--- config.mk ---
export PLATFORM = sky130hd
export DESIGN_NAME = uart_axi_bridge
export DESIGN_NICKNAME = d
export VERILOG_FILES = /design/src/rtl/uart_bridge_pkg.sv /design/src/rtl/sync_fifo.sv /design/src/rtl/uart_axi_bridge.sv
export SDC_FILE = /design/constraint.sdc
export NUM_CORES = 1
export LEC_CHECK = 0
export ABC_AREA = 0
export CAP_MARGIN = 10
export CORE_ASPECT_RATIO = 1.4
export CORE_UTILIZATION = 55
export DETAILED_ROUTE_END_ITERATION = 16
export DONT_BUFFER_PORTS = 1
export GPL_TIMING_DRIVEN = 0
export PLACE_DENSITY = 0.7
export SYNTH_ARGS = -nofsm -noshare
export SYNTH_HDL_FRONTEND = slang
export SYNTH_SLANG_ARGS = --single-unit
--- constraint.sdc ---
create_clock -name clk -period 8.13 [get_ports clk]
set_clock_uncertainty 0.2 [all_clocks]
set_input_delay 1.2195 -clock clk [delete_from_list [all_inputs] [get_ports clk]]
set_output_delay 1.2195 -clock clk [all_outputs]
set_load 0.01 [all_outputs]
--- src/rtl/uart_bridge_pkg.sv ---
// Register map, status bit positions and FSM encoding shared by the UART AXI bridge.
package uart_bridge_pkg;

    localparam logic [7:0] UART_RX_ADDR   = 8'h00;
    localparam logic [7:0] UART_TX_ADDR   = 8'h04;
    localparam logic [7:0] UART_STAT_ADDR = 8'h08;

    localparam int STAT_RX_VALID = 0;
    localparam int STAT_TX_FULL  = 3;

    localparam logic [3:0] AXI_WSTRB_ALL = 4'b1111;

    typedef enum logic [2:0] {
        IDLE,
        ST_AR,
        ST_R,
        RX_AR,
        RX_R,
        TX_W,
        TX_B
    } bridge_state_e;

endpackage

--- src/rtl/sync_fifo.sv ---
// Single-clock FIFO with first-word fall-through output and an explicit occupancy count.
module sync_fifo #(
    parameter int WIDTH      = 8,
    parameter int DEPTH_LOG2 = 3
) (
    input  logic                  clk,
    input  logic                  rst,
    input  logic                  push,
    input  logic [WIDTH-1:0]      din,
    input  logic                  pop,
    output logic [WIDTH-1:0]      dout,
    output logic                  full,
    output logic                  empty,
    output logic [DEPTH_LOG2:0]   count
);

    localparam int DEPTH = 1 << DEPTH_LOG2;

    logic [WIDTH-1:0]      mem_q [DEPTH];
    logic [DEPTH_LOG2-1:0] wr_ptr_q, wr_ptr_d;
    logic [DEPTH_LOG2-1:0] rd_ptr_q, rd_ptr_d;
    logic [DEPTH_LOG2:0]   count_q, count_d;

    // The count is one bit wider than the pointers so full and empty stay distinct.
    always_comb begin
        wr_ptr_d = wr_ptr_q;
        rd_ptr_d = rd_ptr_q;
        count_d  = count_q;
        if (push) begin
            wr_ptr_d = wr_ptr_q + DEPTH_LOG2'(1);
        end
        if (pop) begin
            rd_ptr_d = rd_ptr_q + DEPTH_LOG2'(1);
        end
        if (push && !pop) begin
            count_d = count_q + (DEPTH_LOG2 + 1)'(1);
        end else if (pop && !push) begin
            count_d = count_q - (DEPTH_LOG2 + 1)'(1);
        end
    end

    always_ff @(posedge clk) begin
        if (rst) begin
            wr_ptr_q <= '0;
            rd_ptr_q <= '0;
            count_q  <= '0;
        end else begin
            wr_ptr_q <= wr_ptr_d;
            rd_ptr_q <= rd_ptr_d;
            count_q  <= count_d;
        end
    end

    always_ff @(posedge clk) begin
        if (push) begin
            mem_q[wr_ptr_q] <= din;
        end
    end

    assign dout  = mem_q[rd_ptr_q];
    assign full  = (count_q == (DEPTH_LOG2 + 1)'(DEPTH));
    assign empty = (count_q == '0);
    assign count = count_q;

endmodule

--- src/rtl/uart_axi_bridge.sv ---
// Polls an AXI4-Lite UART Lite slave and exposes RX/TX byte streams backed by FIFOs.
// Optional macro UART_BRIDGE_ERR_EN: error responses drop RX bytes, retry TX bytes, set axi_err.
module uart_axi_bridge
    import uart_bridge_pkg::*;
#(
    parameter int RX_DEPTH_LOG2 = 3,
    parameter int TX_DEPTH_LOG2 = 3,
    parameter int ADDR_W        = 4
) (
    input  logic                     clk,
    input  logic                     rst,
    output logic [ADDR_W-1:0]        m_axi_araddr,
    output logic                     m_axi_arvalid,
    input  logic                     m_axi_arready,
    input  logic [31:0]              m_axi_rdata,
    input  logic [1:0]               m_axi_rresp,
    input  logic                     m_axi_rvalid,
    output logic                     m_axi_rready,
    output logic [ADDR_W-1:0]        m_axi_awaddr,
    output logic                     m_axi_awvalid,
    input  logic                     m_axi_awready,
    output logic [31:0]              m_axi_wdata,
    output logic [3:0]               m_axi_wstrb,
    output logic                     m_axi_wvalid,
    input  logic                     m_axi_wready,
    input  logic [1:0]               m_axi_bresp,
    input  logic                     m_axi_bvalid,
    output logic                     m_axi_bready,
    output logic                     rx_valid,
    output logic [7:0]               rx_data,
    input  logic                     rx_ready,
    input  logic                     tx_valid,
    input  logic [7:0]               tx_data,
    output logic                     tx_ready,
    output logic [RX_DEPTH_LOG2:0]   rx_count,
    output logic [TX_DEPTH_LOG2:0]   tx_count,
    output logic                     axi_err,
    output bridge_state_e            dbg_state
);

    // Handshakes: a transfer happens on a rising clk edge where valid && ready;
    // valid never waits on ready and payload holds steady while valid is high.

    bridge_state_e state_q, state_d;
    logic          rr_q, rr_d;
    logic          aw_done_q, aw_done_d;
    logic          w_done_q, w_done_d;
    logic          rx_push, tx_pop, err_set;
    logic          rx_full, rx_empty, tx_full, tx_empty;
    logic          rx_ok, tx_ok, rsp_ok_r, rsp_ok_b;
    logic [7:0]    tx_head;

    assign rx_ok = m_axi_rdata[STAT_RX_VALID] && !rx_full;
    assign tx_ok = !m_axi_rdata[STAT_TX_FULL] && !tx_empty;

    always_comb begin
        state_d       = state_q;
        rr_d          = rr_q;
        aw_done_d     = aw_done_q;
        w_done_d      = w_done_q;
        rx_push       = 1'b0;
        tx_pop        = 1'b0;
        err_set       = 1'b0;
        m_axi_araddr  = '0;
        m_axi_arvalid = 1'b0;
        m_axi_rready  = 1'b0;
        m_axi_awaddr  = '0;
        m_axi_awvalid = 1'b0;
        m_axi_wdata   = '0;
        m_axi_wvalid  = 1'b0;
        m_axi_bready  = 1'b0;
        case (state_q)
            IDLE: state_d = ST_AR;
            ST_AR: begin
                m_axi_araddr  = ADDR_W'(UART_STAT_ADDR);
                m_axi_arvalid = 1'b1;
                if (m_axi_arready) state_d = ST_R;
            end
            ST_R: begin
                m_axi_rready = 1'b1;
                if (m_axi_rvalid) begin
                    // rr == 0 gives RX priority; it flips after each serviced direction.
                    if (rx_ok && (!tx_ok || !rr_q)) state_d = RX_AR;
                    else if (tx_ok)                 state_d = TX_W;
                    else                            state_d = IDLE;
                end
            end
            RX_AR: begin
                m_axi_araddr  = ADDR_W'(UART_RX_ADDR);
                m_axi_arvalid = 1'b1;
                if (m_axi_arready) state_d = RX_R;
            end
            RX_R: begin
                m_axi_rready = 1'b1;
                if (m_axi_rvalid) begin
                    rx_push = rsp_ok_r;
                    err_set = !rsp_ok_r;
                    rr_d    = 1'b1;
                    state_d = IDLE;
                end
            end
            TX_W: begin
                m_axi_awaddr  = ADDR_W'(UART_TX_ADDR);
                m_axi_wdata   = {24'd0, tx_head};
                m_axi_awvalid = !aw_done_q;
                m_axi_wvalid  = !w_done_q;
                aw_done_d     = aw_done_q | m_axi_awready;
                w_done_d      = w_done_q | m_axi_wready;
                if (aw_done_d && w_done_d) begin
                    aw_done_d = 1'b0;
                    w_done_d  = 1'b0;
                    state_d   = TX_B;
                end
            end
            TX_B: begin
                m_axi_bready = 1'b1;
                if (m_axi_bvalid) begin
                    tx_pop  = rsp_ok_b;
                    err_set = !rsp_ok_b;
                    rr_d    = 1'b0;
                    state_d = IDLE;
                end
            end
            default: state_d = IDLE;
        endcase
    end

    always_ff @(posedge clk) begin
        if (rst) begin
            state_q   <= IDLE;
            rr_q      <= 1'b0;
            aw_done_q <= 1'b0;
            w_done_q  <= 1'b0;
        end else begin
            state_q   <= state_d;
            rr_q      <= rr_d;
            aw_done_q <= aw_done_d;
            w_done_q  <= w_done_d;
        end
    end

`ifdef UART_BRIDGE_ERR_EN
    logic axi_err_q, axi_err_d;

    assign rsp_ok_r = (m_axi_rresp == 2'b00);
    assign rsp_ok_b = (m_axi_bresp == 2'b00);

    always_comb begin
        axi_err_d = axi_err_q | err_set;
    end

    always_ff @(posedge clk) begin
        if (rst) axi_err_q <= 1'b0;
        else     axi_err_q <= axi_err_d;
    end

    assign axi_err = axi_err_q;
`else
    logic unused_resp;

    assign rsp_ok_r    = 1'b1;
    assign rsp_ok_b    = 1'b1;
    assign axi_err     = 1'b0;
    assign unused_resp = ^{m_axi_rresp, m_axi_bresp, err_set};
`endif

    logic unused_rdata;
    assign unused_rdata = ^m_axi_rdata[31:8];

    sync_fifo #(.WIDTH(8), .DEPTH_LOG2(RX_DEPTH_LOG2)) u_rx_fifo (
        .clk   (clk),
        .rst   (rst),
        .push  (rx_push),
        .din   (m_axi_rdata[7:0]),
        .pop   (rx_valid && rx_ready),
        .dout  (rx_data),
        .full  (rx_full),
        .empty (rx_empty),
        .count (rx_count)
    );

    sync_fifo #(.WIDTH(8), .DEPTH_LOG2(TX_DEPTH_LOG2)) u_tx_fifo (
        .clk   (clk),
        .rst   (rst),
        .push  (tx_valid && tx_ready),
        .din   (tx_data),
        .pop   (tx_pop),
        .dout  (tx_head),
        .full  (tx_full),
        .empty (tx_empty),
        .count (tx_count)
    );

    assign rx_valid    = !rx_empty;
    assign tx_ready    = !tx_full;
    assign m_axi_wstrb = AXI_WSTRB_ALL;
    assign dbg_state   = state_q;

endmodule

==> impl_metrics.py <==
metrics = {
    "floorplan": {
        "core_um2": 11880,
        "ioPinCount": 124,
        "die_h_um": 133.2,
        "initial_core_util": 0.5689,
        "fp.dieArea_um2": 12740,
        "die_w_um": 95.68,
        "rows": 47,
    },
    "grt": {
        "overflow": 0,
        "antenna_found_initial": 0,
        "grt_pass1_vias": 3529,
        "use_met1": 0.2446,
        "track_usage": 0.2041,
        "use_met2": 0.3421,
        "grt_pass1_wl_um": 18660,
        "grt-busiest-layer": "met2",
        "grt_max_degree": 17,
        "grt_util_met3": 0.06164,
    },
    "synthesis": {
        "netlist_instances": 429,
        "synth-seq-area-share": 0.6636,
        "yosys_warnings": 0,
        "synth-seq-cells": 160,
        "synthMuxAreaShare": 0.1428,
        "ys_async_sr_fraction": 0,
        "ys_types": 45,
        "synthSimpleGateAreaFrac": 0.07073,
        "synth_edf_count": 128,
        "syn_area_per_cell_um2": 15.75,
        "synth_top_family_by_area": "multiplexers",
        "synth_compound_area_frac": 0.02407,
        "synth_xor_area_frac": 0.01685,
        "synth_adder_area_share": 0.02444,
        "syn_area_um2": 6758,
        "synth_flop_cell": "edfxtp_1",
    },
    "detailed_routing": {
        "vias_per_cell": 5.505,
        "drtAntennaViolNets": 0,
        "initialDrtViolationCount": 158,
        "drc": 0,
        "drt-total-wl_um": 11950,
        "drt-wirelength-per-cell_um": 18.45,
        "vias": 3567,
        "firstDrtPassIters": 4,
    },
    "finish": {
        "syn2layout_area_growth_pct": 14.37,
        "final_cell_area_um2": 7729,
        "diodes": 0,
        "drive_gt1_frac": 0.2575,
        "fillers": 885,
        "layout_commonest_cell": "edfxtp_1",
        "final_nets": 553,
        "final_cell_mix": "edfxtp_1, nor2_1, buf_4",
    },
    "cts": {
        "cts_buffer_depth": 2,
        "cts_made_buffers": 17,
        "cts_tree": "done",
        "post_cts_resized": 0,
        "cts.clk_slew.worst_paths_ns": 0.06,
        "insertion_delay_ns": 0.42,
        "root_buffer": "clkbuf_16",
        "post_cts_buffers": 0,
        "cts.sinks": 160,
        "cts-hold-fix-buffers": 0,
        "h-tree-depth": 4,
    },
    "worst_setup_path": {
        "start_kind": "flip-flop",
        "worst-endpoint-arrival_ns": 2.22,
        "startpoint": "dbg_state[0]",
        "required_ns": 6.71,
        "criticalPathCategory": "reg2out",
        "worstPathMaxFanout": 10,
        "r2r-start": "u_tx_fifo.count[0]",
        "critPathCaptureType": "output port",
    },
    "sta": {
        "worst_pin_slew_ns": 0.9386,
        "setup_viol": 0,
        "finalCriticalPeriod_ns": 3.641,
        "grt_setup_unrepaired": "false",
        "period_share": 0.4479,
        "max_freq_mhz": 274.6,
        "setup_tns_ns": 0,
        "slew_viol_final": 0,
        "hold_viol": 0,
        "relSlewSlack": 0.3720,
    },
    "pwr": {
        "pwr_density_cell_nw_per_um2": 271.5,
        "vdd_drop_max_uv": 163.1,
        "leakage_uw": 0.002717,
    },
    "status": {
        "status": "completed",
    },
    "placed_design": {
        "place_congestion": 0.8211,
        "dpl.hpwl_um": 8296,
        "port_buffers": 0,
        "dpl_cell_area_um2": 7114,
    },
    "min_path": {
        "hold_path_startpoint": "u_rx_fifo.rd_ptr_q[1]",
        "hold_class": "reg2reg",
    },
    "run": {
        "timing.max_cap.violations": 0,
    },
}
==> cell usage after synthesis, types with 4 or more instances <==
master / instances / area, um2
nor2_1: 52 / 195.2
nor3_1: 9 / 45.04
xor2_1: 9 / 78.83
dfxtp_1: 32 / 640.6
ha_1: 10 / 125.1
buf_4: 36 / 270.3
a21oi_1: 11 / 55.05
nand2_1: 9 / 33.78
nand3_1: 9 / 45.04
nand2b_1: 5 / 31.28
edfxtp_1: 128 / 3844
inv_1: 6 / 22.52
buf_1: 5 / 18.77
mux4_2: 32 / 720.7
mux2_2: 11 / 123.9
mux2i_1: 12 / 120.1
xnor2_1: 4 / 35.03
clkbuf_1: 9 / 33.78
==> registers in the layout (all words and copies together) (netlist names), named ones only <==
register            cells
u_rx_fifo.mem_q        64
u_tx_fifo.count         4
u_rx_fifo.rd_ptr_q      3
u_tx_fifo.mem_q        64
u_rx_fifo.count         4
u_tx_fifo.rd_ptr_q      3
rr_q                    1
aw_done_q               1
dbg_state               3
w_done_q                1
u_tx_fifo.wr_ptr_q      3
u_rx_fifo.wr_ptr_q      3
==> cell families after synthesis <==
kind of cell,count (synthesis)
xor+xnor,13
fa+ha+maj,12
compound gates,25
other cells,2
buf+inv,62
simple gates,100
flops,160
mux,55
==> area by class of cell <==
class | instances | area [um2] | area share
Sequential cell | 160 | 4484 | 0.5802
Inverter | 6 | 22.52 | 0.002914
Timing Repair Buffer | 7 | 50.05 | 0.006476
Clock inverter | 15 | 181.4 | 0.02347
Clock buffer | 17 | 425.4 | 0.05504
Buffer | 56 | 359.1 | 0.04646
Multi-Input combinational cell | 240 | 2022 | 0.2616
Tap cell | 147 | 183.9 | 0.02380
==> metal layers <==
layer | vias to the layer above | part of all wire
met4 | 0 | 0.019
li1 | 1666 | -
met1 | 1783 | 0.39
met2 | 100 | 0.54
met3 | 18 | 0.050
met5 | - | 0
==> worst max-delay path, stage by stage, from the launching register on <==
cell      delay [ns]
dfxtp_1         0.50
clkbuf_1        0.36
nand3b_1        0.22
clkbuf_1        0.35
nor2_1          0.37
==> metrics by stage <==
step / std cells / util / hold slack (ns) / setup WS [ns] / total power (uW)
floorplan: 462 / - / 0.2541 / 4.746 / 1249
global placement: 609 / 0.5948 / 0.2648 / 4.498 / 1297
detailed placement: 615 / 0.5989 / 0.2850 / 4.505 / 1313
CTS: 647 / 0.6500 / 0.2906 / 4.447 / 2118
global route: 648 / 0.6506 / 0.3210 / 4.275 / 2192
finish: 648 / 0.6506 / 0.2829 / 4.489 / 2098
==> power by group <==
group          switching (uW)  internal (uW)  leakage (uW)
sequential               45.2            927       0.00142
combinational             163            158       0.00100
clock                     318            487      0.000300
total                     526           1570       0.00272
==> path summary, 6_finish.rpt <==
kind	slack, ns	cells past startpoint	endpoint
setup / recovery	4.49	4	m_axi_wdata[2]
hold / removal	0.28	2	flip-flop
setup reg to reg	4.99	11	u_tx_fifo.count[3]
hold reg to reg	0.28	2	flip-flop
No activity file was read; power rests on OpenSTA's default activity.
